**src/rtl/div_controller_pkg.sv**
```systemverilog
// div_ctrl_pkg: shared types for the restoring-division controller.
//   div_state_t : FSM state encoding (3-bit)
//   div_ctrl_t  : bundle of datapath control strobes
//   DEF_WIDTH   : default operand width
package div_ctrl_pkg;

    localparam int DEF_WIDTH = 4;

    typedef enum logic [2:0] {
        ST_IDLE  = 3'd0,
        ST_LOAD  = 3'd1,
        ST_SHIFT = 3'd2,
        ST_SUB   = 3'd3,
        ST_CHECK = 3'd4,
        ST_DONE  = 3'd5
    } div_state_t;

    typedef struct packed {
        logic ld_m;
        logic ld_q;
        logic clr_a;
        logic shift_aq;
        logic sub_a;
        logic restore_a;
        logic set_q0;
    } div_ctrl_t;

endpackage

```
**src/rtl/div_controller_iter_counter.sv**
```systemverilog
// iter_counter: CW-bit down counter for the division iteration count.
//   clk, rst  : clock, synchronous active-high reset (count -> 0)
//   load      : load load_val (takes priority over dec)
//   load_val  : value to load
//   dec       : decrement by one; saturates at 0 so it never wraps
//   is_one    : count currently equals 1 (last iteration)
module iter_counter #(
    parameter int CW = 3
) (
    input  logic          clk,
    input  logic          rst,
    input  logic          load,
    input  logic [CW-1:0] load_val,
    input  logic          dec,
    output logic          is_one
);

    logic [CW-1:0] cnt;

    always_ff @(posedge clk) begin
        if (rst)
            cnt <= '0;
        else if (load)
            cnt <= load_val;
        else if (dec && cnt != '0)
            cnt <= cnt - 1'b1;
    end

    assign is_one = (cnt == CW'(1));

endmodule

```
**src/rtl/div_controller.sv**
```systemverilog
// div_controller: sequencing FSM for a restoring-division datapath.
//   clk, rst      : clock, synchronous active-high reset
//   start         : division request, accepted only in IDLE
//   divisor_zero  : divisor bus is zero; sampled together with start
//   a_msb         : sign of A after subtraction; used in CHECK only
//   ld_m, ld_q, clr_a, shift_aq, sub_a, restore_a, set_q0 : datapath strobes
//   busy          : controller not idle
//   done          : one-cycle completion pulse
//   dbz           : registered divide-by-zero flag, held until next start
module div_controller
    import div_ctrl_pkg::*;
#(
    parameter int WIDTH = DEF_WIDTH
) (
    input  logic clk,
    input  logic rst,
    input  logic start,
    input  logic divisor_zero,
    input  logic a_msb,
    output logic ld_m,
    output logic ld_q,
    output logic clr_a,
    output logic shift_aq,
    output logic sub_a,
    output logic restore_a,
    output logic set_q0,
    output logic busy,
    output logic done,
    output logic dbz
);

    localparam int CW = $clog2(WIDTH + 1);

    div_state_t state, state_next;
    div_ctrl_t  ctrl;
    logic       cnt_load, cnt_dec, cnt_is_one;

    iter_counter #(.CW(CW)) u_cnt (
        .clk      (clk),
        .rst      (rst),
        .load     (cnt_load),
        .load_val (CW'(WIDTH)),
        .dec      (cnt_dec),
        .is_one   (cnt_is_one)
    );

    always_ff @(posedge clk) begin
        if (rst) begin
            state <= ST_IDLE;
            dbz   <= 1'b0;
        end else begin
            state <= state_next;
            // an accepted start both clears and sets the flag in one place
            if (state == ST_IDLE && start)
                dbz <= divisor_zero;
        end
    end

    always_comb begin
        state_next = state;
        ctrl       = '0;
        cnt_load   = 1'b0;
        cnt_dec    = 1'b0;
        done       = 1'b0;
        case (state)
            ST_IDLE: begin
                // zero divisor skips the datapath entirely
                if (start)
                    state_next = divisor_zero ? ST_DONE : ST_LOAD;
            end
            ST_LOAD: begin
                ctrl.ld_m  = 1'b1;
                ctrl.ld_q  = 1'b1;
                ctrl.clr_a = 1'b1;
                cnt_load   = 1'b1;
                state_next = ST_SHIFT;
            end
            ST_SHIFT: begin
                ctrl.shift_aq = 1'b1;
                state_next    = ST_SUB;
            end
            ST_SUB: begin
                ctrl.sub_a = 1'b1;
                state_next = ST_CHECK;
            end
            ST_CHECK: begin
                // negative partial remainder: undo the subtract, quotient bit stays 0
                if (a_msb)
                    ctrl.restore_a = 1'b1;
                else
                    ctrl.set_q0 = 1'b1;
                cnt_dec    = 1'b1;
                state_next = cnt_is_one ? ST_DONE : ST_SHIFT;
            end
            ST_DONE: begin
                done       = 1'b1;
                state_next = ST_IDLE;
            end
            default: state_next = ST_IDLE;
        endcase
    end

    assign ld_m      = ctrl.ld_m;
    assign ld_q      = ctrl.ld_q;
    assign clr_a     = ctrl.clr_a;
    assign shift_aq  = ctrl.shift_aq;
    assign sub_a     = ctrl.sub_a;
    assign restore_a = ctrl.restore_a;
    assign set_q0    = ctrl.set_q0;
    assign busy      = (state != ST_IDLE);

endmodule

```
**config.mk**
```make
export PLATFORM = sky130hd
export DESIGN_NAME = div_controller
export DESIGN_NICKNAME = d
export VERILOG_FILES = /design/src/rtl/div_controller_pkg.sv /design/src/rtl/div_controller_iter_counter.sv /design/src/rtl/div_controller.sv
export SDC_FILE = /design/constraint.sdc
export NUM_CORES = 1
export LEC_CHECK = 0
export CELL_PAD_IN_SITES_DETAIL_PLACEMENT = 0
export CELL_PAD_IN_SITES_GLOBAL_PLACEMENT = 1
export CORE_UTILIZATION = 25
export CTS_BUF_LIST = sky130_fd_sc_hd__clkbuf_2
export DETAILED_ROUTE_END_ITERATION = 6
export DONT_BUFFER_PORTS = 1
export HOLD_SLACK_MARGIN = 0.02
export PLACE_DENSITY_LB_ADDON = 0.08
export SETUP_SLACK_MARGIN = 0.05
export SLEW_MARGIN = 20
export SYNTH_ARGS = -nofsm -noshare
export SYNTH_HDL_FRONTEND = slang
export SYNTH_SLANG_ARGS = --single-unit
```
**constraint.sdc**
```tcl
create_clock -name clk -period 1.4 [get_ports clk]
set_input_delay 0.28 -clock clk [delete_from_list [all_inputs] [get_ports clk]]
set_output_delay 0.28 -clock clk [all_outputs]
set_load 0.01 [all_outputs]
```
# ---- Yosys cells after proc, flatten, opt, wreduce, memory -nomap -nowiden
# Cells that the tools add are included.
dict set report totals {
  ff_bits 7
  input_bits 5
  out_inout_bits 10
  elab_cells 34
}
dict set report op_classes {
  addsub 1
  n_eq_ne 7
  muxes 15
  n_reduce_logical 7
}
# cell count
set ops {}
lappend ops {{$mux W3} 6}
lappend ops {{$pmux W3 S5} 1}
lappend ops {{$mux W1} 7}
lappend ops {{$eq A3 B1 Y1 const B} 2}
lappend ops {{$eq A3 B2 Y1 const B} 2}
lappend ops {{$eq A3 B3 Y1 const B} 2}
lappend ops {{$reduce_bool A3 Y1} 2}
lappend ops {{$logic_not A3 Y1} 1}
lappend ops {{$sub A3 B1 Y3 const B} 1}
lappend ops {{$logic_and A1 B1 Y1} 2}
lappend ops {{$mux W2} 1}
lappend ops {{$ne A2 B2 Y1 const B} 1}
lappend ops {{$reduce_bool A2 Y1} 1}
lappend ops {{$reduce_or A2 Y1} 1}

# ---- Depth between registers and ports, before layout
dict set report logic_depth {
  depth_word 5
  mapped_depth 5
  ltp_nobuf 5
}

# ---- Modules after synthesis
# A second synthesis with hierarchy kept.
dict set report unflattened {
  hier_cells 60
  area_unflattened_um2 503.0
}
# module instances cells_each area_each_um2 seq_area_each_um2
set by_module_without_submodules {}
lappend by_module_without_submodules {div_controller 1 35 260.2 80.1}
lappend by_module_without_submodules {iter_counter 1 25 242.7 60.1}

# ---- Least setup slack after synthesis
# OpenSTA, ideal clock, no wires.
dict set report synth_path {
  path_type {register to output}
  from {register state[0]}
  to {output ld_m}
  t_arrival_ns 1.392
  t_required_ns 1.120
  path_slack_ns -0.272
  path_stages_with_launch 4
  path_buffers 2
  path_cell_list {dfxtp_1 -> buf_2 -> nor3b_1 -> buf_4}
}
dict set report synth_between {
  elab_chain_cells 2
}
# element line_no
set synth_lines {}
lappend synth_lines {{start: declaration} div_controller.sv:34} ;# div_state_t state, state_next;
lappend synth_lines {{start signal: assignment} div_controller.sv:52} ;# state <= state_next;
lappend synth_lines {{$eq A3 B1 Y1} div_controller.sv:65} ;# case (state)
lappend synth_lines {{$mux W3} div_controller.sv:65}
lappend synth_lines {{end: declaration} div_controller.sv:20} ;# output logic ld_m,
# Every way passes these cells.

# ---- Final worst setup path
dict set report layout_path {
  from {register state[1]}
  to {register u_cnt.cnt[0]}
}
dict set report layout_between {
  elab_chain_cells 3
  elab_cells_between_ends 6
  classes_between {eq/ne (2); mux (2); reduce/logical (2)}
}
# element line_no
set layout_lines {}
lappend layout_lines {{$eq A3 B1 Y1 or $eq A3 B3 Y1 (tied branches)} div_controller.sv:65}
lappend layout_lines {{$mux W1} div_controller.sv:65}
lappend layout_lines {{$reduce_or A2 Y1 (no source line) or $logic_and A1 B1 Y1 (tied branches)} -}
lappend layout_lines {{end signal: assignment} div_controller_iter_counter.sv:24} ;# cnt <= load_val;
lappend layout_lines {{end signal: assignment} div_controller_iter_counter.sv:26} ;# cnt <= cnt - 1'b1;
lappend layout_lines {{end: declaration} div_controller_iter_counter.sv:18} ;# logic [CW-1:0] cnt;
# Several ways; a longest one is shown, not always the timed one.
# A chain may end at the register's enable or synchronous reset.

==> results.md <==
- Layout area overhead: 48.79%
- CTS buffer count: 3
- Post-Syn Area: 464.2 um2
- Total GRT Usage: 0.1265
- Synthesized netlist cell count: 54
- CTS tree: built
- PortBufs: 0
- Register area share after synthesis: 0.3019
- Unrepaired setup endpoints after global routing: true
- First-pass GRT wire length: 1807 um
- Final Cycle Share: 1.064
- Critical Path RT: 1.56 ns
- Fmax: 671.2 MHz
- Slowest-stage cell, CP: or3b_4
- Final WL: 1160 um
- Setup CP Type: reg2reg
- Drc violations: 0
- Routed wire per std cell: 13.18 um
- Final ANT Viol Nets: 0
- Setup violators final: 5
- Total power draw: 0.9313 mW
- Hold Crit Depth: 1
- Worst-path clk slew: 0.08 ns
- Clock Root Buffer: clkbuf_2
- Worst slack at placement: -0.008498 ns
- HPWL after detailed placement: 786.3 um
- YS warnings: 0
- Slew headroom: 0.7878
- Setup TNS: -0.2785 ns
- Slew Limit Fails: 0
- H-tree depth: 1
- # Max-Cap Violations: 0
- Core Box Area: 1727 um2
- Critical path arrival: 1.65 ns
- Clk sinks: 7
- Row count: 15
- Pin count of the biggest net entering global routing: 13
- Area share of the largest cell type after synthesis: 0.3019
- CP peak stage delay: 0.40 ns
- Leak Pwr: 0.2593 nW
- Cell taking the most area after synthesis: dfxtp_1
- Worst-Skew Late Latency: 0.23 ns
- DR vias/cell: 4.750
- Final Hold Vio Count: 0
- Initial antenna violation count: 0
- CTS max path bufs: 2
- I/O pins: 15
- Yosys reg bits: 7
- DR pass1 iterations: 4
- Hold Slack: 0.1010 ns
- Syn avg cell area: 8.596 um2
- Failing checks: setup timing
- Initial Util: 0.2688
- Final Core Density: 0.4000
- GP Congestion: 0.7239
- Post-Synthesis Net Count: 62
- ANT cells: 0
- Die Span X: 45.09 um
- FF-to-FF path depth: 4
- Worst clock skew: 0.009209 ns
- Yosys cell types: 26
- Via count: 418
- Final worst slack: -0.08978 ns
- Final min period: 1.490 ns
- Die area: 2033 um2
- Synth top area cells: dfxtp_1 (30%), ha_1 (8.1%), nor3b_1 (6.5%)
- Gr ovfl total: 0
- Vias in the first global route: 412
- Kind of end point of the critical path: flip-flop
- Final nets: 72
- Worst-path maximum fanout: 3
- Outcome: finished, violations left
- Power per cell area: 1348 nW/um2
- Layout cell share with drive strength beyond 1: 0.5873
- VDD IR max: 0.6052 mV
- Crit start category: flip-flop
- HP Class: in2reg
- Iteration-0 DRC Markers: 4
- Crit-path cells: or3b_4 -> buf_4 -> or3_4 -> a211oi_2
- Worst-Margin Slew: 0.3154 ns
- Die H: 45.09 um
[metal layers]
layer,track usage,vias up,part of all wire
li1,-,211,-
met1,0.1695,196,0.45
met2,0.1855,11,0.50
met3,0.05200,0,0.051
met4,0.03636,0,0
met5,0,-,0
[area by class of cell]
type,count,area (um2)
clock buffer,4,20.02
fill,183,1036
inverter,3,11.26
multi-input combinational,38,385.4
sequential,7,145.1
tap,25,31.28
timing repair buffer,11,97.59
[power breakdown]
| group | switching (mW) | internal [mW] |
|---|---|---|
| clock | 0.0735 | 0.0759 |
| combinational | 0.246 | 0.259 |
| sequential | 0.0362 | 0.240 |
| total | 0.356 | 0.575 |
[cell usage after synthesis]
master,number
dfxtp_1,7
nor3b_1,4
ha_1,3
inv_1,3
nor2_1,3
nor4b_1,3
o21ai_1,3
or3_1,3
a211oi_1,2
a21oi_1,2
and3b_1,2
buf_2,2
buf_4,2
clkbuf_1,2
nor2b_1,2
a2111oi_0,1
a211oi_2,1
and2_1,1
mux2i_1,1
nand2b_1,1
nor3_1,1
nor4_1,1
o21ai_0,1
o22a_1,1
or3b_1,1
xnor2_1,1
[path summary, 6_finish.rpt]
kind	startpoint	endpoint	slack [ns]
worst min-delay path	rst	u_cnt.cnt[0]$_SDFFE_PP0P_	0.10
worst max register to register	state[1]$_SDFFE_PP0P_	u_cnt.cnt[0]$_SDFFE_PP0P_	-0.09
worst max-delay path	state[1]$_SDFFE_PP0P_	u_cnt.cnt[0]$_SDFFE_PP0P_	-0.09
worst min register to register	u_cnt.cnt[1]$_SDFFE_PP0P_	u_cnt.cnt[1]$_SDFFE_PP0P_	0.55
[timing repair]
item / CTS / global route
buffers inserted: 2 / 1
pin swaps: 2 / 5
endpoints found under the setup margin: 12 / 14
gates resized for setup: 16 / 11
hold buffers: 0 / 0
gates cloned: 0 / 0
[per-stage QoR]
stage / cell area [um2] / std cells
floorplan: 484.2 / 54
global placement: 536.8 / 81
global route: 690.7 / 88
finish: 690.7 / 88
CTS: 628.1 / 87
detailed placement: 536.8 / 81
[placed cells by master (no fill, tap or decap)]
cell       instances
or3b_4             1
o21ai_0            1
dfxtp_2            4
nor4_1             1
nor4b_2            2
nor2b_1            1
inv_1              2
mux2i_1            1
nor4b_4            1
clkbuf_2           4
dfxtp_1            3
and3b_1            1
nor2b_4            1
nor3b_1            1
nor3b_2            1
a21oi_1            2
nor2_1             2
and3b_2            1
buf_6              4
inv_2              1
buf_4              7
ha_1               3
nand2b_1           1
a2111oi_2          1
nor2_4             1
and2_1             1
xnor2_1            1
a211oi_2           3
nor3_1             1
o22a_1             1
o21ai_1            3
nor3b_4            2
or3_4              3
[critical path, delay by kind of cell, from the launching register on]
kind / cells / cell delay (ns)
buf+inv: 1 / 0.15
simple gates: 2 / 0.78
compound gates: 1 / 0.16
flops: 1 / 0.33
[registers in the layout, indices dropped and copies added, names as in the netlist]
| name | cells |
|---|---|
| u_cnt.cnt | 3 |
| dbz | 1 |
| state | 3 |
[cell families (layout without fill, tap and decap cells)]
kind of cell | Yosys count | after routing | synth area share
and+or+nand+nor | 22 | 22 | 0.3208
AOI/OAI and AO/OA | 11 | 11 | 0.1617
buffers and inverters | 9 | 18 | 0.09434
DFF | 7 | 7 | 0.3019
adders and majority gates | 3 | 3 | 0.08087
xor gates and xnor gates | 1 | 1 | 0.01887
muxes | 1 | 1 | 0.02156
No activity file was read; power rests on OpenSTA's default activity.
